### src/rtl/ulpi_cmd_queue_if.sv
// ulpi_cmd_queue_if: upstream command handshake and link command handshake
// of the ULPI gateway command queue, bundled for port connection.
//
// Handshake semantics:
//   upstream: a word moves from in_cmd into the queue on every rising clk edge
//     where in_valid && in_ready. in_valid/in_cmd may change freely while
//     in_ready is low; in_ready never depends on in_valid.
//   link: cmd_strobe is a one-cycle pulse and cmd holds the issued word until
//     the next issue. The link answers by raising cmd_busy while it works on
//     the command and lowering it when done.
interface ulpi_cmd_queue_if #(
  parameter int CMD_W = 8
);
  logic [CMD_W-1:0] in_cmd;
  logic             in_valid;
  logic             in_ready;
  logic [CMD_W-1:0] cmd;
  logic             cmd_strobe;
  logic             cmd_busy;

  // master: the environment (command sources plus the link block)
  modport master (
    output in_cmd, in_valid, cmd_busy,
    input  in_ready, cmd, cmd_strobe
  );

  // slave: the queue itself
  modport slave (
    input  in_cmd, in_valid, cmd_busy,
    output in_ready, cmd, cmd_strobe
  );
endinterface

### src/rtl/ulpi_cmd_queue.sv
// ulpi_cmd_queue: circular command buffer in front of the ULPI link.
// Commands are popped one at a time, strobed to the link, and tracked through
// acknowledge (cmd_busy rising) and completion (cmd_busy falling). A missing
// acknowledge is bounded by ACK_TIMEOUT cycles and reported on err_timeout.
// Optional feature macro: ULPI_CMD_QUEUE_STATS_EN enables the 16-bit
// issued-command counter on cmd_count; without it cmd_count is tied to 0.
module ulpi_cmd_queue #(
  parameter int DEPTH       = 4,
  parameter int CMD_W       = 8,
  parameter int ACK_TIMEOUT = 4
) (
  input  logic                   clk,
  input  logic                   reset,
  ulpi_cmd_queue_if.slave        bus,
  input  logic                   flush,
  output logic [$clog2(DEPTH):0] level,
  output logic                   idle,
  output logic                   err_timeout,
  output logic [15:0]            cmd_count,
  output logic [1:0]             state_dbg
);

  localparam int AW = $clog2(DEPTH);
  localparam int PW = AW + 1;

  // Reject parameter sets the pointer arithmetic cannot handle.
  if (DEPTH < 2 || DEPTH > 64 || (DEPTH & (DEPTH - 1)) != 0) begin : g_bad_depth
    $error("ulpi_cmd_queue: DEPTH must be a power of two in 2..64");
  end
  if (ACK_TIMEOUT < 1 || ACK_TIMEOUT > 255) begin : g_bad_timeout
    $error("ulpi_cmd_queue: ACK_TIMEOUT must be in 1..255");
  end

  typedef enum logic [1:0] {
    ST_IDLE      = 2'd0,
    ST_ISSUE     = 2'd1,
    ST_WAIT_ACK  = 2'd2,
    ST_WAIT_DONE = 2'd3
  } state_t;

  state_t           state_q;
  state_t           state_d;
  logic [PW-1:0]    wr_ptr_q;
  logic [PW-1:0]    rd_ptr_q;
  logic [CMD_W-1:0] mem_q [DEPTH];
  logic [CMD_W-1:0] cmd_q;
  logic [7:0]       tmo_q;

  logic             full;
  logic             empty;
  logic             push;
  logic             pop;
  logic             load_tmo;
  logic             tmo_hit;

  // Pointers carry one extra wrap bit so full and empty are distinguishable.
  assign empty = (wr_ptr_q == rd_ptr_q);
  assign full  = (wr_ptr_q[AW] != rd_ptr_q[AW]) &&
                 (wr_ptr_q[AW-1:0] == rd_ptr_q[AW-1:0]);

  // Occupancy follows directly from the registered pointers, so it moves on
  // the edge that performs the push, pop or flush.
  assign level = wr_ptr_q - rd_ptr_q;

  // A flush cycle refuses new words so the flush leaves the queue truly empty.
  assign bus.in_ready = !reset && !full && !flush;
  assign push         = bus.in_valid && bus.in_ready;

  // Next-state and issue control; flush takes priority over an IDLE pop.
  always_comb begin
    state_d  = state_q;
    pop      = 1'b0;
    load_tmo = 1'b0;
    tmo_hit  = 1'b0;
    case (state_q)
      ST_IDLE: begin
        if (!empty && !flush) begin
          pop     = 1'b1;
          state_d = ST_ISSUE;
        end
      end
      ST_ISSUE: begin
        // busy is not looked at here; the link only answers after the strobe
        load_tmo = 1'b1;
        state_d  = ST_WAIT_ACK;
      end
      ST_WAIT_ACK: begin
        if (bus.cmd_busy) begin
          state_d = ST_WAIT_DONE;
        end else if (tmo_q == 8'd0) begin
          // command counts as issued; it is dropped, not retried
          tmo_hit = 1'b1;
          state_d = ST_IDLE;
        end
      end
      ST_WAIT_DONE: begin
        if (!bus.cmd_busy) begin
          state_d = ST_IDLE;
        end
      end
      default: begin
        state_d = ST_IDLE;
      end
    endcase
  end

  // FSM state register.
  always_ff @(posedge clk or posedge reset) begin
    if (reset) begin
      state_q <= ST_IDLE;
    end else begin
      state_q <= state_d;
    end
  end

  // Acknowledge timeout: loaded leaving ISSUE, counts down while waiting.
  always_ff @(posedge clk or posedge reset) begin
    if (reset) begin
      tmo_q <= 8'd0;
    end else if (load_tmo) begin
      tmo_q <= 8'(ACK_TIMEOUT);
    end else if (state_q == ST_WAIT_ACK && tmo_q != 8'd0) begin
      tmo_q <= tmo_q - 8'd1;
    end
  end

  // Queue pointers; a flush drops every unissued entry in one edge.
  always_ff @(posedge clk or posedge reset) begin
    if (reset) begin
      wr_ptr_q <= '0;
      rd_ptr_q <= '0;
    end else begin
      if (push) begin
        wr_ptr_q <= wr_ptr_q + PW'(1);
      end
      if (flush) begin
        rd_ptr_q <= wr_ptr_q;
      end else if (pop) begin
        rd_ptr_q <= rd_ptr_q + PW'(1);
      end
    end
  end

  // Queue storage; contents are meaningless until written, so no reset.
  always_ff @(posedge clk) begin
    if (push) begin
      mem_q[wr_ptr_q[AW-1:0]] <= bus.in_cmd;
    end
  end

  // Issued command word, held until the next pop.
  always_ff @(posedge clk or posedge reset) begin
    if (reset) begin
      cmd_q <= '0;
    end else if (pop) begin
      cmd_q <= mem_q[rd_ptr_q[AW-1:0]];
    end
  end

  assign bus.cmd        = cmd_q;
  assign bus.cmd_strobe = (state_q == ST_ISSUE);
  assign idle           = empty && (state_q == ST_IDLE);
  assign err_timeout    = tmo_hit;
  assign state_dbg      = state_q;

`ifdef ULPI_CMD_QUEUE_STATS_EN
  logic [15:0] cnt_q;

  // One count per issue; wraps naturally at 16 bits.
  always_ff @(posedge clk or posedge reset) begin
    if (reset) begin
      cnt_q <= 16'd0;
    end else if (pop) begin
      cnt_q <= cnt_q + 16'd1;
    end
  end

  assign cmd_count = cnt_q;
`else
  assign cmd_count = 16'd0;
`endif

endmodule
### src/flat_wrapper.sv
// flat-port wrapper written by rule: the top's interface ports become plain ports
module ulpi_cmd_queue_flat 
#(
  parameter int DEPTH       = 4,
  parameter int CMD_W       = 8,
  parameter int ACK_TIMEOUT = 4
)
  (clk, reset, flush, level, idle, err_timeout, cmd_count, state_dbg, bus_in_cmd, bus_in_valid, bus_cmd_busy, bus_in_ready, bus_cmd, bus_cmd_strobe);
  ulpi_cmd_queue_if #(.CMD_W(CMD_W)) bus_i ();
  input  logic clk;
  input  logic reset;
  input  logic flush;
  output logic [$clog2(DEPTH):0] level;
  output logic idle;
  output logic err_timeout;
  output logic [15:0] cmd_count;
  output logic [1:0] state_dbg;
  input wire logic [$bits(bus_i.in_cmd)-1:0] bus_in_cmd;
  input wire logic [$bits(bus_i.in_valid)-1:0] bus_in_valid;
  input wire logic [$bits(bus_i.cmd_busy)-1:0] bus_cmd_busy;
  output wire logic [$bits(bus_i.in_ready)-1:0] bus_in_ready;
  output wire logic [$bits(bus_i.cmd)-1:0] bus_cmd;
  output wire logic [$bits(bus_i.cmd_strobe)-1:0] bus_cmd_strobe;
  assign bus_i.in_cmd = bus_in_cmd;
  assign bus_i.in_valid = bus_in_valid;
  assign bus_i.cmd_busy = bus_cmd_busy;
  assign bus_in_ready = bus_i.in_ready;
  assign bus_cmd = bus_i.cmd;
  assign bus_cmd_strobe = bus_i.cmd_strobe;
  ulpi_cmd_queue #(.DEPTH(DEPTH), .CMD_W(CMD_W), .ACK_TIMEOUT(ACK_TIMEOUT)) u_core (.clk(clk), .reset(reset), .bus(bus_i), .flush(flush), .level(level), .idle(idle), .err_timeout(err_timeout), .cmd_count(cmd_count), .state_dbg(state_dbg));
endmodule
### config.mk
export PLATFORM = sky130hd
export DESIGN_NAME = ulpi_cmd_queue_flat
export DESIGN_NICKNAME = d
export VERILOG_FILES = /design/src/rtl/ulpi_cmd_queue_if.sv /design/src/rtl/ulpi_cmd_queue.sv /design/src/flat_wrapper.sv
export SDC_FILE = /design/constraint.sdc
export NUM_CORES = 1
export LEC_CHECK = 0
export BUFFER_PORTS_ARGS = -buffer_cell sky130_fd_sc_hd__buf_4
export CORE_MARGIN = 2
export CORE_UTILIZATION = 40
export CTS_CLUSTER_SIZE = 30
export DETAILED_ROUTE_END_ITERATION = 6
export SYNTH_ARGS = -nofsm -noshare
export SYNTH_HDL_FRONTEND = slang
export SYNTH_SLANG_ARGS = --single-unit
### constraint.sdc
create_clock -name clk -period 2.5 [get_ports clk]
set_input_delay 0.125 -clock clk [delete_from_list [all_inputs] [get_ports clk]]
set_output_delay 0.125 -clock clk [all_outputs]
set_load 0.1 [all_outputs]
==> out/metrics.yaml, run 1 <==
outcome:
  status: "finished clean"
yosys:
  yosysWarnings: 0
  synth_seq_cells: 56
  ys.flop_type: "edfxtp_1"
  synth-edff-count: 32
  synthTopCellsByCount: "32 x edfxtp_1, 24 x dfrtp_1, 16 x buf_4, 9 x ha_1, 9 x inv_1"
  ys_seq_area_frac: 0.5923
  syn_area_um2: 2636
  syn_inst: 177
  synth_top_area_cell: "edfxtp_1"
  synthArstFlopShare: 0.4286
  ys_top_cells_by_area: "edfxtp_1 36%, dfrtp_1 23%, mux4_2 6.8%"
  synth_cell_types: 45
  syn_area_per_cell_um2: 14.89
  netlist.area_leader.share: 0.3645
  synth.most_common_cell: "edfxtp_1"
critical_path:
  end_kind: "output port"
  crit_path_start_kind: "flip-flop"
  crit_chain: "inv_1, ha_1, or3b_2, nor4_4, buf_4"
  r2r_setup_slack_ns: 0.57
  reg2reg_depth: 4
  timing.rr.start: "u_core.wr_ptr_q[0]"
  worst-path-max-fanout: 4
  path_class: "flip-flop to output port"
  worst_r2r_endpoint: "u_core.mem_q[3][1]"
  critical_path.slowest_cell: "or3b_2"
  cp.required_ns: 2.38
  crit_arrival_ns: 2.03
  critPathMaxStageDelay_ns: 0.49
global_routing:
  gr-max-usage-layer: "met2"
  grt_util_met3: 0.03016
  grt_use_met1: 0.1646
  grt_max_degree: 18
  grtUsageTotal: 0.1280
  use_met2: 0.2138
  grt_pass1_wl_um: 7051
  overflow: 0
  grt_pass1_vias: 1411
  antenna_found_initial: 0
sta:
  fmaxAchievable_mhz: 464.3
  finalWorstSetupSlack_ns: 0.3462
  final.period_utilization: 0.8615
  hold_slack_ns: 0.01653
  fin_crit_ns: 2.154
  skew_ns: 0.003411
  setup_viol: 0
  hold_viol_final: 0
  rsz0062_at_grt: "no"
  finalMaxSlewViolations: 0
placed_design:
  dpl_cell_area_um2: 2950
  dp_hpwl_um: 3104
  place_congestion: 0.7235
  port_buffers: 29
  pre_cts_ws_ns: 0.5844
detailed_routing:
  ant_nets: 0
  wl_per_cell_um: 14.64
  drc_errors: 0
  initialDrtViolationCount: 52
  finalWirelength_um: 4245
  post_drt_via_cell_ratio: 4.883
  num_vias: 1416
  drt-pass1-iter-count: 4
worst_hold_path:
  min_from: "bus_in_cmd[2]"
  whs_endpoint: "u_core.mem_q[0][2]"
  hp-class: "input pin to flip-flop"
  min_path_cells: 1
floorplanning:
  die_h_um: 85.19
  ios: 46
  die_x_um: 85.19
  core_um2: 6350
  die-area_um2: 7256
  rows: 29
  initial_core_util: 0.4152
clock_tree:
  cts_tree: "done"
  cts_root_buf: "clkbuf_8"
  cts.clk_slew.worst_paths_ns: 0.09
  clock_latency_ns: 0.30
  numCtsBuffers: 5
  cts_htree_levels: 2
  post_cts_buffers: 0
  clock-sinks: 56
  clockBufferDepth: 2
job:
  maxCapViolCount: 0
layout:
  final_area_um2: 3045
  drive_gt1_frac: 0.3615
  syn_to_final_growth_pct: 15.52
  fin_nets: 235
  fillers: 540
  antenna_cells: 0
==> critical path: cells and delay by family, from the launching register on <==
family,cells,cell delay [ns]
buffers and inverters,2,0.43
AND/OR/NAND/NOR,2,0.70
adder cells (fa/ha/maj),1,0.16
flip-flops,1,0.43
==> sequential cells by signal (all words and copies together), names as in the netlist <==
name	cells
u_core.wr_ptr_q	3
u_core.rd_ptr_q	3
u_core.mem_q	32
u_core.bus.cmd	8
u_core.state_dbg	2
u_core.tmo_q	8
==> worst max-delay path by stage <==
stage	slack, ns	to	start
after floorplan	-0.29	idle	u_core.state_dbg[1]
after global placement	0.56	u_core.mem_q[3][2]	u_core.wr_ptr_q[0]
after detailed placement	0.58	u_core.mem_q[3][2]	u_core.wr_ptr_q[0]
after CTS	0.33	err_timeout	u_core.tmo_q[0]
after global routing	0.25	err_timeout	u_core.tmo_q[0]
final	0.35	err_timeout	u_core.tmo_q[1]
==> metal layers <==
metal / vias up / share of wire
met5: - / 0
met4: 0 / 0.010
met3: 6 / 0.048
met2: 36 / 0.49
met1: 691 / 0.45
li1: 683 / -
==> placed cells by master (no fill, tap or decap), drive strengths merged, types with 7 or more instances in the layout <==
cell	synthesis	layout
buf	19	32
edfxtp	32	32
dfrtp	24	24
conb	1	16
inv	9	9
mux2	9	9
ha	9	9
mux4	8	8
o21ai	8	8
nand2	7	7
clkbuf	1	7
==> cell families after synthesis <==
logic type / count (synthesis) / synth area share
flip-flops: 56 / 0.5923
AND/OR/NAND/NOR: 34 / 0.08591
buffers and inverters: 29 / 0.06739
multiplexers: 20 / 0.1182
AO/OA/AOI/OAI: 19 / 0.05505
adder cells (fa/ha/maj): 10 / 0.05031
XOR/XNOR: 8 / 0.02943
other: 1 / 0.001422
==> through the flow <==
step	setup TNS, ns	std cells	utilization
final	0	290	0.4796
after global routing	0	290	0.4796
after CTS	0	290	0.4796
after detailed placement	0	281	0.4646
after global placement	0	281	0.4646
after floorplan	-2.845	192	-
==> repair_timing <==
action,CTS,global route
endpoints found under the hold margin,7,0
hold buffers,1,0
setup endpoints to repair,0,0
resized for setup,0,0
==> layout make-up <==
class                      count  area (um^2)  area share
sequential                    56         1563      0.5131
clock inverter                 1        8.758    0.002876
tap                           77        96.34     0.03164
clock buffer                   7        76.32     0.02506
multi-input combinational    107         1015      0.3332
inverter                       9        36.28     0.01191
timing repair buffer          33        250.2     0.08217
Power of run 1 is left out: the tool's default activity adds up to more than one toggle a clock period on the data nets, which glitch-free logic cannot reach.
==> run 2, diff against run 1 <==
--- a/config.mk
+++ b/config.mk
@@ -6,7 +6,7 @@
 export NUM_CORES = 1
 export LEC_CHECK = 0
 export BUFFER_PORTS_ARGS = -buffer_cell sky130_fd_sc_hd__buf_4
-export CORE_MARGIN = 2
+export CAP_MARGIN = 10
 export CORE_UTILIZATION = 40
 export CTS_CLUSTER_SIZE = 30
 export DETAILED_ROUTE_END_ITERATION = 6
==> constraint.sdc (replaced) <==
create_clock -name clk -period 2.3 [get_ports clk]
set_input_delay 0.115 -clock clk [delete_from_list [all_inputs] [get_ports clk]]
set_output_delay 0.115 -clock clk [all_outputs]
set_load 0.1 [all_outputs]
==> run 2 against run 1 <==
Setup slack worse by 0.21 ns. Critical path depth stayed put. Clock skew is 0.011 ns higher. Die area is 4.6% lower. Non-clock buffer count is 5 higher. Register-to-register slack worse by 0.22 ns. Utilization is 1.0 points higher. Final cell count is 1.7% higher. Global-route usage is 1.0 points higher. Worst hold slack worse by 0.011 ns. Flip-flop and latch count stayed put. Via count is 1.8% higher. Critical endpoint unchanged. Highest routed layer unchanged.
==> out/metrics.yaml, run 2 (synthesis results as in run 1) <==
placed_design:
  pre_cts_ws_ns: 0.3784
  dp_hpwl_um: 3115
  port_buffers: 29
  place_congestion: 0.7351
  dpl_cell_area_um2: 2960
global_routing:
  antenna_found_initial: 0
  overflow: 0
  grtUsageTotal: 0.1383
  grt_pass1_vias: 1399
  grt_pass1_wl_um: 7389
  grt_max_degree: 19
sta:
  skew_ns: 0.01424
  finalMaxSlewViolations: 0
  rsz0062_at_grt: "no"
  hold_slack_ns: 0.005541
  final.period_utilization: 0.9418
  fmaxAchievable_mhz: 461.6
  tns_ns: 0
  finalWorstSetupSlack_ns: 0.1338
  setup_viol: 0
  max_slew.worst_pin.slew_ns: 0.6547
  fin_crit_ns: 2.166
  relSlewSlack: 0.5631
  hold_viol_final: 0
critical_path:
  crit_path_start: "u_core.tmo_q[0]"
  worst-path-max-fanout: 5
  path_class: "flip-flop to output port"
  crit_arrival_ns: 2.05
  worst_r2r_endpoint: "u_core.mem_q[3][3]"
  crit_end: "err_timeout"
  end_kind: "output port"
  r2r_setup_slack_ns: 0.35
  crit_path_start_kind: "flip-flop"
  reg2reg_depth: 4
  timing.rr.start: "u_core.wr_ptr_q[0]"
  cp.required_ns: 2.18
floorplanning:
  die_h_um: 83.19
  ios: 46
  die-area_um2: 6920
  die_x_um: 83.19
  rows: 29
  core_um2: 6350
  initial_core_util: 0.4152
detailed_routing:
  drt-pass1-iter-count: 4
  num_vias: 1442
  drc_errors: 0
  wl_per_cell_um: 15.09
  finalWirelength_um: 4453
  initialDrtViolationCount: 74
  ant_nets: 0
  post_drt_via_cell_ratio: 4.888
clock_tree:
  cts_root_buf: "clkbuf_8"
  clockBufferDepth: 2
  post_cts_resized: 0
  clock-sinks: 56
  clock_latency_ns: 0.31
  ctsHoldBuffers: 5
  cts_htree_levels: 2
  post_cts_buffers: 0
  cts_tree: "done"
  numCtsBuffers: 5
  cts.clk_slew.worst_paths_ns: 0.10
worst_hold_path:
  hp-class: "input pin to flip-flop"
layout:
  drive_gt1_frac: 0.3670
  largest_register_ff_count: 32
  antenna_cells: 0
  syn_to_final_growth_pct: 17.99
  final_area_um2: 3110
  final_cell_mix: "32 x buf_4, 32 x edfxtp_1, 22 x dfrtp_1, 16 x conb_1"
  fin_nets: 240
job:
  maxCapViolCount: 0
outcome:
  status: "finished clean"
## run 2: worst max-delay path, cell delays in order, from the launching register on
cell     delay (ns)
dfrtp_1        0.42
inv_1          0.11
ha_1           0.16
or3b_2         0.49
nor4_4         0.23
buf_4          0.33
## run 2: per-layer routing
| layer | GRT usage | wire length (um) | vias up |
|---|---|---|---|
| met3 | 0.03082 | 155 | 7 |
| met1 | 0.1908 | 2121 | 698 |
| met4 | 0.04389 | 84 | 0 |
| met2 | 0.2183 | 2091 | 38 |
| met5 | 0 | 0 | - |
| li1 | - | - | 699 |
## run 2: metrics by stage
stage | cells | utilization
2_1_floorplan | 192 | -
3_3_place_gp | 281 | 0.4662
3_5_place_dp | 281 | 0.4662
4_1_cts | 294 | 0.4883
5_1_grt | 295 | 0.4899
6_report | 295 | 0.4899
## run 2: worst min path at each step
| stage | startpoint | endpoint | cells past startpoint |
|---|---|---|---|
| 2_1_floorplan | reset | u_core.bus.cmd[0] | 1 |
| 3_3_place_gp | reset | u_core.wr_ptr_q[0] | 2 |
| 3_5_place_dp | reset | u_core.wr_ptr_q[0] | 2 |
| 4_1_cts | bus_in_cmd[6] | u_core.mem_q[2][6] | 1 |
| 5_1_grt | bus_in_cmd[3] | u_core.mem_q[2][3] | 1 |
| 6_report | bus_in_cmd[6] | u_core.mem_q[0][6] | 1 |
## run 2: cell type report
type / instances / area (um^2)
flip-flops and latches: 56 / 1564
repair buffers: 38 / 300.3
inverters: 9 / 36.28
clock inverters: 3 / 21.27
multi-input cells: 107 / 1023
fillers: 558 / 3239
well taps: 77 / 96.34
clock buffers: 5 / 68.82
Power of run 2 is left out for the same reason.
==> run 3, diff against run 2 <==
--- a/config.mk
+++ b/config.mk
@@ -10,6 +10,7 @@
 export CORE_UTILIZATION = 40
 export CTS_CLUSTER_SIZE = 30
 export DETAILED_ROUTE_END_ITERATION = 6
+export HOLD_SLACK_MARGIN = 0.06
 export SYNTH_ARGS = -nofsm -noshare
 export SYNTH_HDL_FRONTEND = slang
 export SYNTH_SLANG_ARGS = --single-unit
==> constraint.sdc (replaced) <==
create_clock -name clk -period 2.5 [get_ports clk]
set_input_delay 0.125 -clock clk [delete_from_list [all_inputs] [get_ports clk]]
set_output_delay 0.125 -clock clk [all_outputs]
set_load 0.1 [all_outputs]
==> run 3 against run 2 <==
Sequential share of layout area shrank 0.62 points. Flip-flop and latch count unchanged. Clock skew shrank 0.0013 ns. Die area stayed put. Setup slack gained 0.23 ns. Design area up 1.2%. Via count decreased by 0.14%. First-iteration DRC count up 27%. Highest routed layer unchanged.
==> out/metrics.yaml, run 3 (synthesis results as in run 1) <==
outcome:
  status: "finished clean"
floorplanning:
  initial_core_util: 0.4152
  core_um2: 6350
  die_h_um: 83.19
  ios: 46
  die_x_um: 83.19
  die-area_um2: 6920
  rows: 29
placed_design:
  dp_hpwl_um: 3003
  dpl_cell_area_um2: 2950
  port_buffers: 29
  place_congestion: 0.7654
sta:
  relSlewSlack: 0.6488
  fmaxAchievable_mhz: 467.5
  rsz0062_at_grt: "no"
  max_slew.worst_pin.slew_ns: 0.5257
  final.period_utilization: 0.8556
  fin_crit_ns: 2.139
  finalMaxSlewViolations: 0
  hold_viol_final: 0
  skew_ns: 0.01291
  tns_ns: 0
  setup_viol: 0
layout:
  drive_gt1_frac: 0.3559
  multi_input_area_um2: 1015
  fin_nets: 244
  fillers: 558
  final_cell_mix: "32 x buf_4, 32 x edfxtp_1, 23 x dfrtp_1, 16 x conb_1, 10 x dlygate4sd3_1"
  antenna_cells: 0
  final_area_um2: 3147
  ff_latch_area_um2: 1563
  syn_to_final_growth_pct: 19.36
  largest_register_ff_count: 32
detailed_routing:
  finalWirelength_um: 4217
  num_vias: 1440
  drt-pass1-iter-count: 4
  initialDrtViolationCount: 94
  wl_per_cell_um: 14.10
  ant_nets: 0
  post_drt_via_cell_ratio: 4.816
  drc_errors: 0
critical_path:
  end_kind: "output port"
  crit_path_start_kind: "flip-flop"
  worst-path-max-fanout: 5
  path_class: "flip-flop to output port"
  cp.required_ns: 2.38
  crit_path_start: "u_core.tmo_q[0]"
  worst_r2r_endpoint: "u_core.mem_q[3][4]"
  crit_arrival_ns: 2.01
  r2r_setup_slack_ns: 0.54
  timing.rr.start: "u_core.wr_ptr_q[0]"
  crit_end: "err_timeout"
  reg2reg_depth: 4
job:
  maxCapViolCount: 0
clock_tree:
  cts_tree: "done"
  numCtsBuffers: 5
  post_cts_resized: 0
  clock_latency_ns: 0.31
  cts_root_buf: "clkbuf_8"
  cts.clk_slew.worst_paths_ns: 0.11
  cts_htree_levels: 2
  clockBufferDepth: 2
  clock-sinks: 56
global_routing:
  overflow: 0
  antenna_found_initial: 0
  grt_pass1_vias: 1444
  grt_pass1_wl_um: 7293
  grtUsageTotal: 0.1377
  grt_max_degree: 21
worst_hold_path:
  hp-class: "input pin to flip-flop"
-- run 3: worst min-delay path by stage --
stage	startpoint	to	depth (start not counted)	slack (ns)
final	bus_in_valid	u_core.wr_ptr_q[0]	3	0.11
after global routing	bus_in_valid	u_core.wr_ptr_q[0]	3	0.08
after global placement	reset	u_core.wr_ptr_q[1]	2	0.06
after CTS	bus_in_valid	u_core.wr_ptr_q[0]	3	0.10
after floorplan	reset	u_core.bus.cmd[0]	1	0.14
after detailed placement	reset	u_core.wr_ptr_q[1]	2	0.06
-- run 3: metrics by stage --
| step | util | std cells | hold slack [ns] | setup slack, ns |
|---|---|---|---|---|
| after CTS | 0.4956 | 299 | 0.1040 | 0.3413 |
| after floorplan | - | 192 | 0.1396 | -0.2922 |
| final | 0.4956 | 299 | 0.1067 | 0.3609 |
| after global routing | 0.4956 | 299 | 0.08310 | 0.2437 |
| after global placement | 0.4646 | 281 | 0.06405 | 0.5605 |
| after detailed placement | 0.4646 | 281 | 0.05676 | 0.5816 |
-- run 3: worst max-delay path, cell delays in order (launching register included) --
cell and delay (ns):
dfrtp_1 0.42, inv_1 0.11, ha_1 0.16, or3b_2 0.49, nor4_4 0.21, buf_4 0.32
-- run 3: per-layer routing --
| metal | global-route usage | up-vias | wire length [um] |
|---|---|---|---|
| met5 | 0 | - | 0 |
| met4 | 0.04702 | 0 | 59 |
| met3 | 0.03579 | 7 | 153 |
| met2 | 0.2221 | 35 | 1960 |
| met1 | 0.1812 | 688 | 2042 |
| li1 | - | 710 | - |
-- run 3: what timing repair did --
item | 4_1_cts | 5_1_grt
setup buffers | 0 | 0
endpoints found under the hold margin | 57 | 0
hold buffers | 10 | 0
endpoints found under the setup margin | 0 | 0
-- run 3: layout make-up --
cell class              instances  area share
well taps                      77     0.03062
flip-flops and latches         56      0.4966
clock buffers                   5     0.02187
repair buffers                 42      0.1082
multi-input cells             107      0.3225
inverters                       9     0.01153
clock inverters                 3    0.008748
Power of run 3 is left out for the same reason.
